--- src/rtl/arbiter_requestor.sv ---
// Requestor-side endpoint: holds a request to a shared-resource arbiter for the
// whole of a local ready/valid burst, then backs off for a configurable hold-off.
module arbiter_requestor #(
    parameter int WORD_WIDTH     = 8,
    parameter int HOLDOFF_CYCLES = 0
) (
    input  logic                  clock,
    input  logic                  reset_n,
    input  logic                  in_valid,
    output logic                  in_ready,
    input  logic [WORD_WIDTH-1:0] in_data,
    input  logic                  in_last,
    output logic                  request,
    input  logic                  grant,
    output logic                  out_valid,
    input  logic                  out_ready,
    output logic [WORD_WIDTH-1:0] out_data,
    output logic                  out_last,
    output logic                  grant_lost,
    output logic [1:0]            fsm_state,
    output logic [7:0]            holdoff_count
);

    typedef enum logic [1:0] {
        IDLE    = 2'd0,
        REQUEST = 2'd1,
        GRANTED = 2'd2,
        HOLDOFF = 2'd3
    } state_t;

    localparam logic [7:0] HOLD_LOAD = (HOLDOFF_CYCLES > 0) ? 8'(HOLDOFF_CYCLES - 1) : 8'd0;

    state_t     state_q;
    logic [7:0] count_q;
    logic       request_q;
    logic       lost_q;
    logic       enable;
    logic       handshake;
    logic       last_handshake;

    // Valid/ready: a beat moves in a cycle where in_valid and in_ready are both
    // high; out_valid/in_ready are the local pair gated by request & grant, and
    // a beat is never withdrawn by the bench-side sender once offered.
    assign enable         = request_q & grant;
    assign out_valid      = in_valid & enable;
    assign in_ready       = out_ready & enable;
    assign out_data       = in_data;
    assign out_last       = in_last;
    assign handshake      = in_valid & in_ready;
    assign last_handshake = handshake & in_last;

    assign request       = request_q;
    assign fsm_state     = state_q;
    assign holdoff_count = count_q;

    // The live term makes the error visible in the very cycle grant goes away.
    assign grant_lost = lost_q | ((state_q == GRANTED) & ~grant);

    always_ff @(posedge clock or negedge reset_n) begin
        if (!reset_n) begin
            state_q   <= IDLE;
            count_q   <= 8'd0;
            request_q <= 1'b0;
            lost_q    <= 1'b0;
        end else begin
            if (state_q == GRANTED && !grant) begin
                lost_q <= 1'b1;
            end
            case (state_q)
                IDLE: begin
                    if (in_valid) begin
                        state_q   <= REQUEST;
                        request_q <= 1'b1;
                    end
                end
                REQUEST, GRANTED: begin
                    // request_q tracks the next state so it is a plain flop output.
                    if (last_handshake) begin
                        request_q <= 1'b0;
                        if (HOLDOFF_CYCLES > 0) begin
                            state_q <= HOLDOFF;
                            count_q <= HOLD_LOAD;
                        end else begin
                            state_q <= IDLE;
                        end
                    end else if (grant) begin
                        state_q <= GRANTED;
                    end
                end
                HOLDOFF: begin
                    if (count_q == 8'd0) begin
                        state_q <= IDLE;
                    end else begin
                        count_q <= count_q - 8'd1;
                    end
                end
                default: begin
                    state_q   <= IDLE;
                    request_q <= 1'b0;
                end
            endcase
        end
    end

endmodule
--- config.mk ---
export PLATFORM = sky130hd
export DESIGN_NAME = arbiter_requestor
export DESIGN_NICKNAME = d
export VERILOG_FILES = /design/src/rtl/arbiter_requestor.sv
export SDC_FILE = /design/constraint.sdc
export NUM_CORES = 1
export LEC_CHECK = 0
export CORE_MARGIN = 5
export CORE_UTILIZATION = 42
export DETAILED_ROUTE_END_ITERATION = 16
export PLACE_DENSITY = 0.83
export SKIP_LAST_GASP = 1
export SLEW_MARGIN = 25
export SYNTH_ARGS = -nofsm -noshare
export SYNTH_HDL_FRONTEND = slang
export SYNTH_SLANG_ARGS = --single-unit
--- constraint.sdc ---
create_clock -name clock -period 2.6 [get_ports clock]
set_input_delay 0.52 -clock clock [delete_from_list [all_inputs] [get_ports clock]]
set_output_delay 0.52 -clock clock [all_outputs]
set_load 0.05 [all_outputs]
==> results of run 1 <==
-- final timing paths --
path                                               from                            to  slack (ps)  cells past startpoint
max reg2reg                holdoff_count[0]$_DFFE_PN0P_      fsm_state[0]$_DFFE_PN0P_         930                      6
max in group asynchronous                       reset_n            lost_q$_DFFE_PN0P_        1660                      1
max                        holdoff_count[3]$_DFFE_PN0P_              holdoff_count[3]         460                      1
min                                  lost_q$_DFFE_PN0P_            lost_q$_DFFE_PN0P_         470                      1
min in group asynchronous                       reset_n  holdoff_count[7]$_DFFE_PN0P_         580                      1
min reg2reg                          lost_q$_DFFE_PN0P_            lost_q$_DFFE_PN0P_         470                      1
-- power by group --
part	switching (mW)	internal [mW]	total (mW)
registers	0.0244	0.207	0.232
clock network	0.0674	0.0853	0.153
logic	0.180	0.130	0.310
total	0.272	0.423	0.694
-- cells in the final DEF, fill, tap and decap left out, types with 3 or more instances in the layout --
cell type | Yosys | layout
a31oi_1 | 3 | 3
nor3_1 | 3 | 3
a21o_1 | 3 | 3
nand2_1 | 5 | 5
inv_1 | 7 | 7
ha_1 | 6 | 6
clkdlybuf4s50_1 | 0 | 16
buf_12 | 0 | 3
clkbuf_4 | 0 | 3
dfrtp_1 | 12 | 12
-- layer usage --
layer,vias to the layer above,GRT usage
met4,0,0.0681
met2,25,0.176
met1,256,0.138
li1,272,-
met5,-,0
met3,4,0.0826
-- logic make-up after synthesis --
group                    share of synthesized area
buffers and inverters                        0.125
adder cells (fa/ha/maj)                      0.100
multiplexers                                0.0201
AND/OR/NAND/NOR                              0.179
flip-flops                                   0.401
AO/OA/AOI/OAI                                0.127
XOR/XNOR                                    0.0468
-- stage by stage --
stage               utilization  std cells
floorplan                     -         73
global placement          0.550        109
detailed placement        0.550        109
CTS                       0.571        113
global route              0.571        113
finish                    0.571        113
-- area by class of cell --
type                    instances  share of cell area
multi-input cells              45               0.363
flip-flops and latches         12               0.308
repair buffers                 20               0.233
clock buffers                   4              0.0372
well taps                      25              0.0321
inverters                       7              0.0269
-- flip-flops by register name, summed over array words and instances (netlist names) --
signal / cells
request: 1
lost_q: 1
fsm_state: 2
holdoff_count: 8
==> qor.txt, run 1 <==
fin. max-slew vios - 0
CP bufs+invs - 1
wire length of the first global-routing pass - 2410 µm
vias in the first global route - 551
antenna viol nets, final - 0
Die X - 52.2 µm
initial core utilization - 0.438
DP HPWL - 1030 µm
initial antenna violation count - 0
CTS tree - done
GRT Util Overall - 0.124
P_leak - 0.461 nW
pre-CTS WS - 622 ps
Clock Latency Late Sink - 280 ps
WS Path Type - flip-flop to output port
largest net degree at the start of global routing - 13
Hold Buf Count CTS - 0
Final Instance Area - 976 µm²
Placed Instance Area - 940 µm²
clock skew - 2.61 ps
worst setup margin - 464 ps
Max VDD drop - 0.514 mV
final setup fails - 0
Clock transition at path regs - 80 ps
Area growth syn-to-layout - 30.4%
DRT iter0 DRCs - 6
Resize count post-CTS - 0
max frequency - 468 MHz
most frequent cell after synthesis - dfrtp_1
shortest period the worst path allows - 2140 ps
M1 WL - 562 µm
Root Driver - clkbuf_4
ranking of synthesized cells by area - dfrtp_1, ha_1, buf_4, inv_1, a21o_1
DR WL/cell - 11.7 µm
Vias - 557
GP Congestion - 0.773
Synth Flop Type - dfrtp_1
Net Count, Synth - 93
WP data arrival - 1620 ps
synth warn - 0
RSZ-0062 raised after global routing - false
outcome - completed
Rel. slew slack - 0.645
endpoints failing hold - 0
DRC viols - 0
Post-synth ARST share - 1.00
worst slew pin tran - 531 ps
Power Density - 711 mW/mm²
setup TNS - 0 ps
highest metal used - met4
DRT Wirelength - 1320 µm
vias per cell - 4.93
Inserted Diodes - 0
min-delay worst type - flip-flop to flip-flop
Max Cap Viol - 0
most area-hungry cell type in the Yosys netlist - dfrtp_1
Syn Std Cell Area - 748 µm²
Mapped Avg Cell Area - 10.2 µm²
htree depth - 1
IO Pins - 37
die height - 52.2 µm
top cells by count, synth - dfrtp_1, buf_4, inv_1, ha_1, nand2_1
footprint of the multi-input gates - 354 µm²
Row Count - 15
met3 wire len - 169 µm
Layout Nets - 109
total power draw - 694 µW
crit-path max FO - 7
unique cell type count in the Yosys netlist - 26
max incr delay on CP - 850 ps
Filler cells - 150
Core ar. - 0.00171 mm²
Hold WS - 466 ps
cell family with most CP delay - buffers and inverters
Critical Path RT - 2080 ps
TritonCTS Sinks - 12
die area - 0.00273 mm²
Critical Path Slowest Stage Cell - clkdlybuf4s50_1
Post-synth EDFFs - 0
flops & latches, synth - 12
layout cells sized above 1 - 0.170
worst-path cell chain - clkdlybuf4s50_1
storage element area - 300 µm²
CP endpoint kind - output port
WL met2 - 556 µm
clock buffer depth - 2
share of synthesized area occupied by flip-flops and latches - 0.401
final period utilization - 0.821
remaining global-route overflow - 0
Synth top area share - 0.401
CP Launch Type - flip-flop
port buffer count - 20
# Post-CTS Setup Buffers - 0
Post-Syn Instances - 73
1st-pass router iterations - 4
CTS Buf Count - 3
Note: power is estimated with default switching activity, not from simulation.
==> inputs of run 2 (changes only) <==
CORE_UTILIZATION = 39   (was 42)
PLACE_DENSITY = 0.78   (was 0.83)
clock period = 2.23 ns   (was 2.6 ns; I/O delays follow)
==> run 2 against run 1 <==
Net effect: global-route usage fell by 0.63 points; clock power rose by 14%; via count fell by 0.18%; critical path depth did not move; clock skew rose by 11 ps; final cell count did not move; sequential share of layout area fell by 0.39 points; critical endpoint unchanged; largest power group unchanged.
==> qor.txt, run 2 (synthesis results as in run 1) <==
WP data arrival - 1620 ps (about the same)
Core ar. - 0.00178 mm² (was 0.00171 mm²)
remaining global-route overflow - 0 (unchanged)
GRT Util Overall - 0.117 (was 0.124)
IO Pins - 37 (unchanged)
GP Congestion - 0.779 (was 0.773)
outcome - completed (unchanged)
Critical Path Slowest Stage Cell - clkdlybuf4s50_1 (unchanged)
Hold Buf Count CTS - 0 (unchanged)
wire length of the first global-routing pass - 2410 µm (unchanged)
Rel. slew slack - 0.641 (was 0.645)
Filler cells - 150 (unchanged)
Critical Path RT - 1780 ps (was 2080 ps)
Largest register FFs - 8 (unchanged)
CP Launch Type - flip-flop (unchanged)
Area growth syn-to-layout - 32.1% (was 30.4%)
WS Path Type - flip-flop to output port (unchanged)
CTS Buf Count - 3 (unchanged)
vias per cell - 4.92 (was 4.93)
vias in the first global route - 583 (was 551)
most common cell after layout, fill and taps aside - clkdlybuf4s50_1 (unchanged)
DRT Wirelength - 1440 µm (was 1320 µm)
clock buffer depth - 2 (unchanged)
CP bufs+invs - 1 (unchanged)
Power Density - 823 mW/mm² (was 711 mW/mm²)
min-delay worst type - flip-flop to flip-flop (unchanged)
DP HPWL - 1140 µm (was 1030 µm)
TritonCTS Sinks - 12 (unchanged)
worst r2r src - holdoff_count[0]$_DFFE_PN0P_ (unchanged)
CP startpoint - holdoff_count[3]$_DFFE_PN0P_ (unchanged)
Clock Latency Late Sink - 280 ps (about the same)
max frequency - 484 MHz
setup TNS - 0 ps (unchanged)
cell family with most CP delay - buffers and inverters (unchanged)
leading cell types in the layout, fill and taps excluded - clkdlybuf4s50_1, dfrtp_1, inv_1, ha_1, nand2_1 (unchanged)
shortest period the worst path allows - 2060 ps
# Post-CTS Setup Buffers - 0 (unchanged)
worst-path cell chain - clkdlybuf4s50_1 (unchanged)
antenna viol nets, final - 0 (unchanged)
CTS tree - done (unchanged)
final period utilization - 0.926
1st-pass router iterations - 4 (unchanged)
clock skew - 13.2 ps (was 2.61 ps)
DRT iter0 DRCs - 3 (was 6)
r2r endpoint - fsm_state[0]$_DFFE_PN0P_ (unchanged)
fin. max-slew vios - 0 (unchanged)
Vias - 556 (was 557)
crit-path max FO - 7 (unchanged)
Inserted Diodes - 0 (unchanged)
worst setup margin - 165 ps (was 464 ps)
WP depth - 1 (unchanged)
largest net degree at the start of global routing - 13 (unchanged)
Root Driver - clkbuf_4 (unchanged)
r2r setup slk - 580 ps (was 930 ps)
CP endpoint kind - output port (unchanged)
Max Cap Viol - 0 (unchanged)
final setup fails - 0 (unchanged)
initial antenna violation count - 0 (unchanged)
port buffer count - 20 (unchanged)
initial core utilization - 0.420 (was 0.438)
DRC viols - 0 (unchanged)
RSZ-0062 raised after global routing - false (unchanged)
Clock transition at path regs - 90 ps (was 80 ps)
R2R cell count - 6 (unchanged)
die height - 53.8 µm (was 52.2 µm)
Layout Nets - 109 (unchanged)
Die X - 53.8 µm (was 52.2 µm)
pre-CTS WS - 394 ps (was 622 ps)
Max VDD drop - 0.580 mV (was 0.514 mV)
endpoints failing hold - 0 (unchanged)
layout cells sized above 1 - 0.170 (unchanged)
P_leak - 0.466 nW (was 0.461 nW)
DR WL/cell - 12.7 µm (was 11.7 µm)
Row Count - 15 (unchanged)
Resize count post-CTS - 0 (unchanged)
max incr delay on CP - 860 ps (was 850 ps)
htree depth - 1 (unchanged)
die area - 0.00289 mm² (was 0.00273 mm²)
worst slew pin tran - 537 ps (was 531 ps)
Critical Path End - holdoff_count[3] (unchanged)
run 2: cell counts in the layout (fill, tap and decap cells not counted):
Identical to the previous run, type by type.
run 2: worst min path at each step:
stage,from,end,slack (ps),cells after the start
after floorplan,reset_n,fsm_state[0]$_DFFE_PN0P_,150,0
after global placement,lost_q$_DFFE_PN0P_,lost_q$_DFFE_PN0P_,460,1
after detailed placement,lost_q$_DFFE_PN0P_,lost_q$_DFFE_PN0P_,450,1
after CTS,lost_q$_DFFE_PN0P_,lost_q$_DFFE_PN0P_,480,1
after global routing,lost_q$_DFFE_PN0P_,lost_q$_DFFE_PN0P_,520,1
final,lost_q$_DFFE_PN0P_,lost_q$_DFFE_PN0P_,470,1
run 2: power by group:
group	switching, mW	total (mW)	leakage (nW)	internal, mW
clock network	0.0752	0.174	0.0210	0.0992
logic	0.213	0.366	0.290	0.154
registers	0.0306	0.272	0.154	0.242
run 2: routing by layer:
layer | vias up | wire [µm] | GRT usage
li1 | 272 | - | -
met1 | 260 | 600 | 0.131
met3 | 2 | 155 | 0.0526
met2 | 22 | 680 | 0.190
met5 | - | 0 | 0
met4 | 0 | 4 | 0.0553
run 2: area by class of cell:
type / count / area (µm²) / share of cell area
Multi-Input combinational cell: 45 / 354 / 0.358
Tap cell: 25 / 31.3 / 0.0316
Sequential cell: 12 / 300 / 0.304
Inverter: 7 / 26.3 / 0.0266
Timing Repair Buffer: 20 / 240 / 0.243
Clock buffer: 4 / 36.3 / 0.0367
run 2: through the flow:
stage	power, mW	instances	hold slack, ps	cell area (µm²)	util
2_1_floorplan	0.561	73	150	748	-
3_3_place_gp	0.639	109	458	952	0.534
3_5_place_dp	0.642	109	454	952	0.534
4_1_cts	0.826	113	479	988	0.554
5_1_grt	0.862	113	518	988	0.554
6_report	0.813	113	475	988	0.554
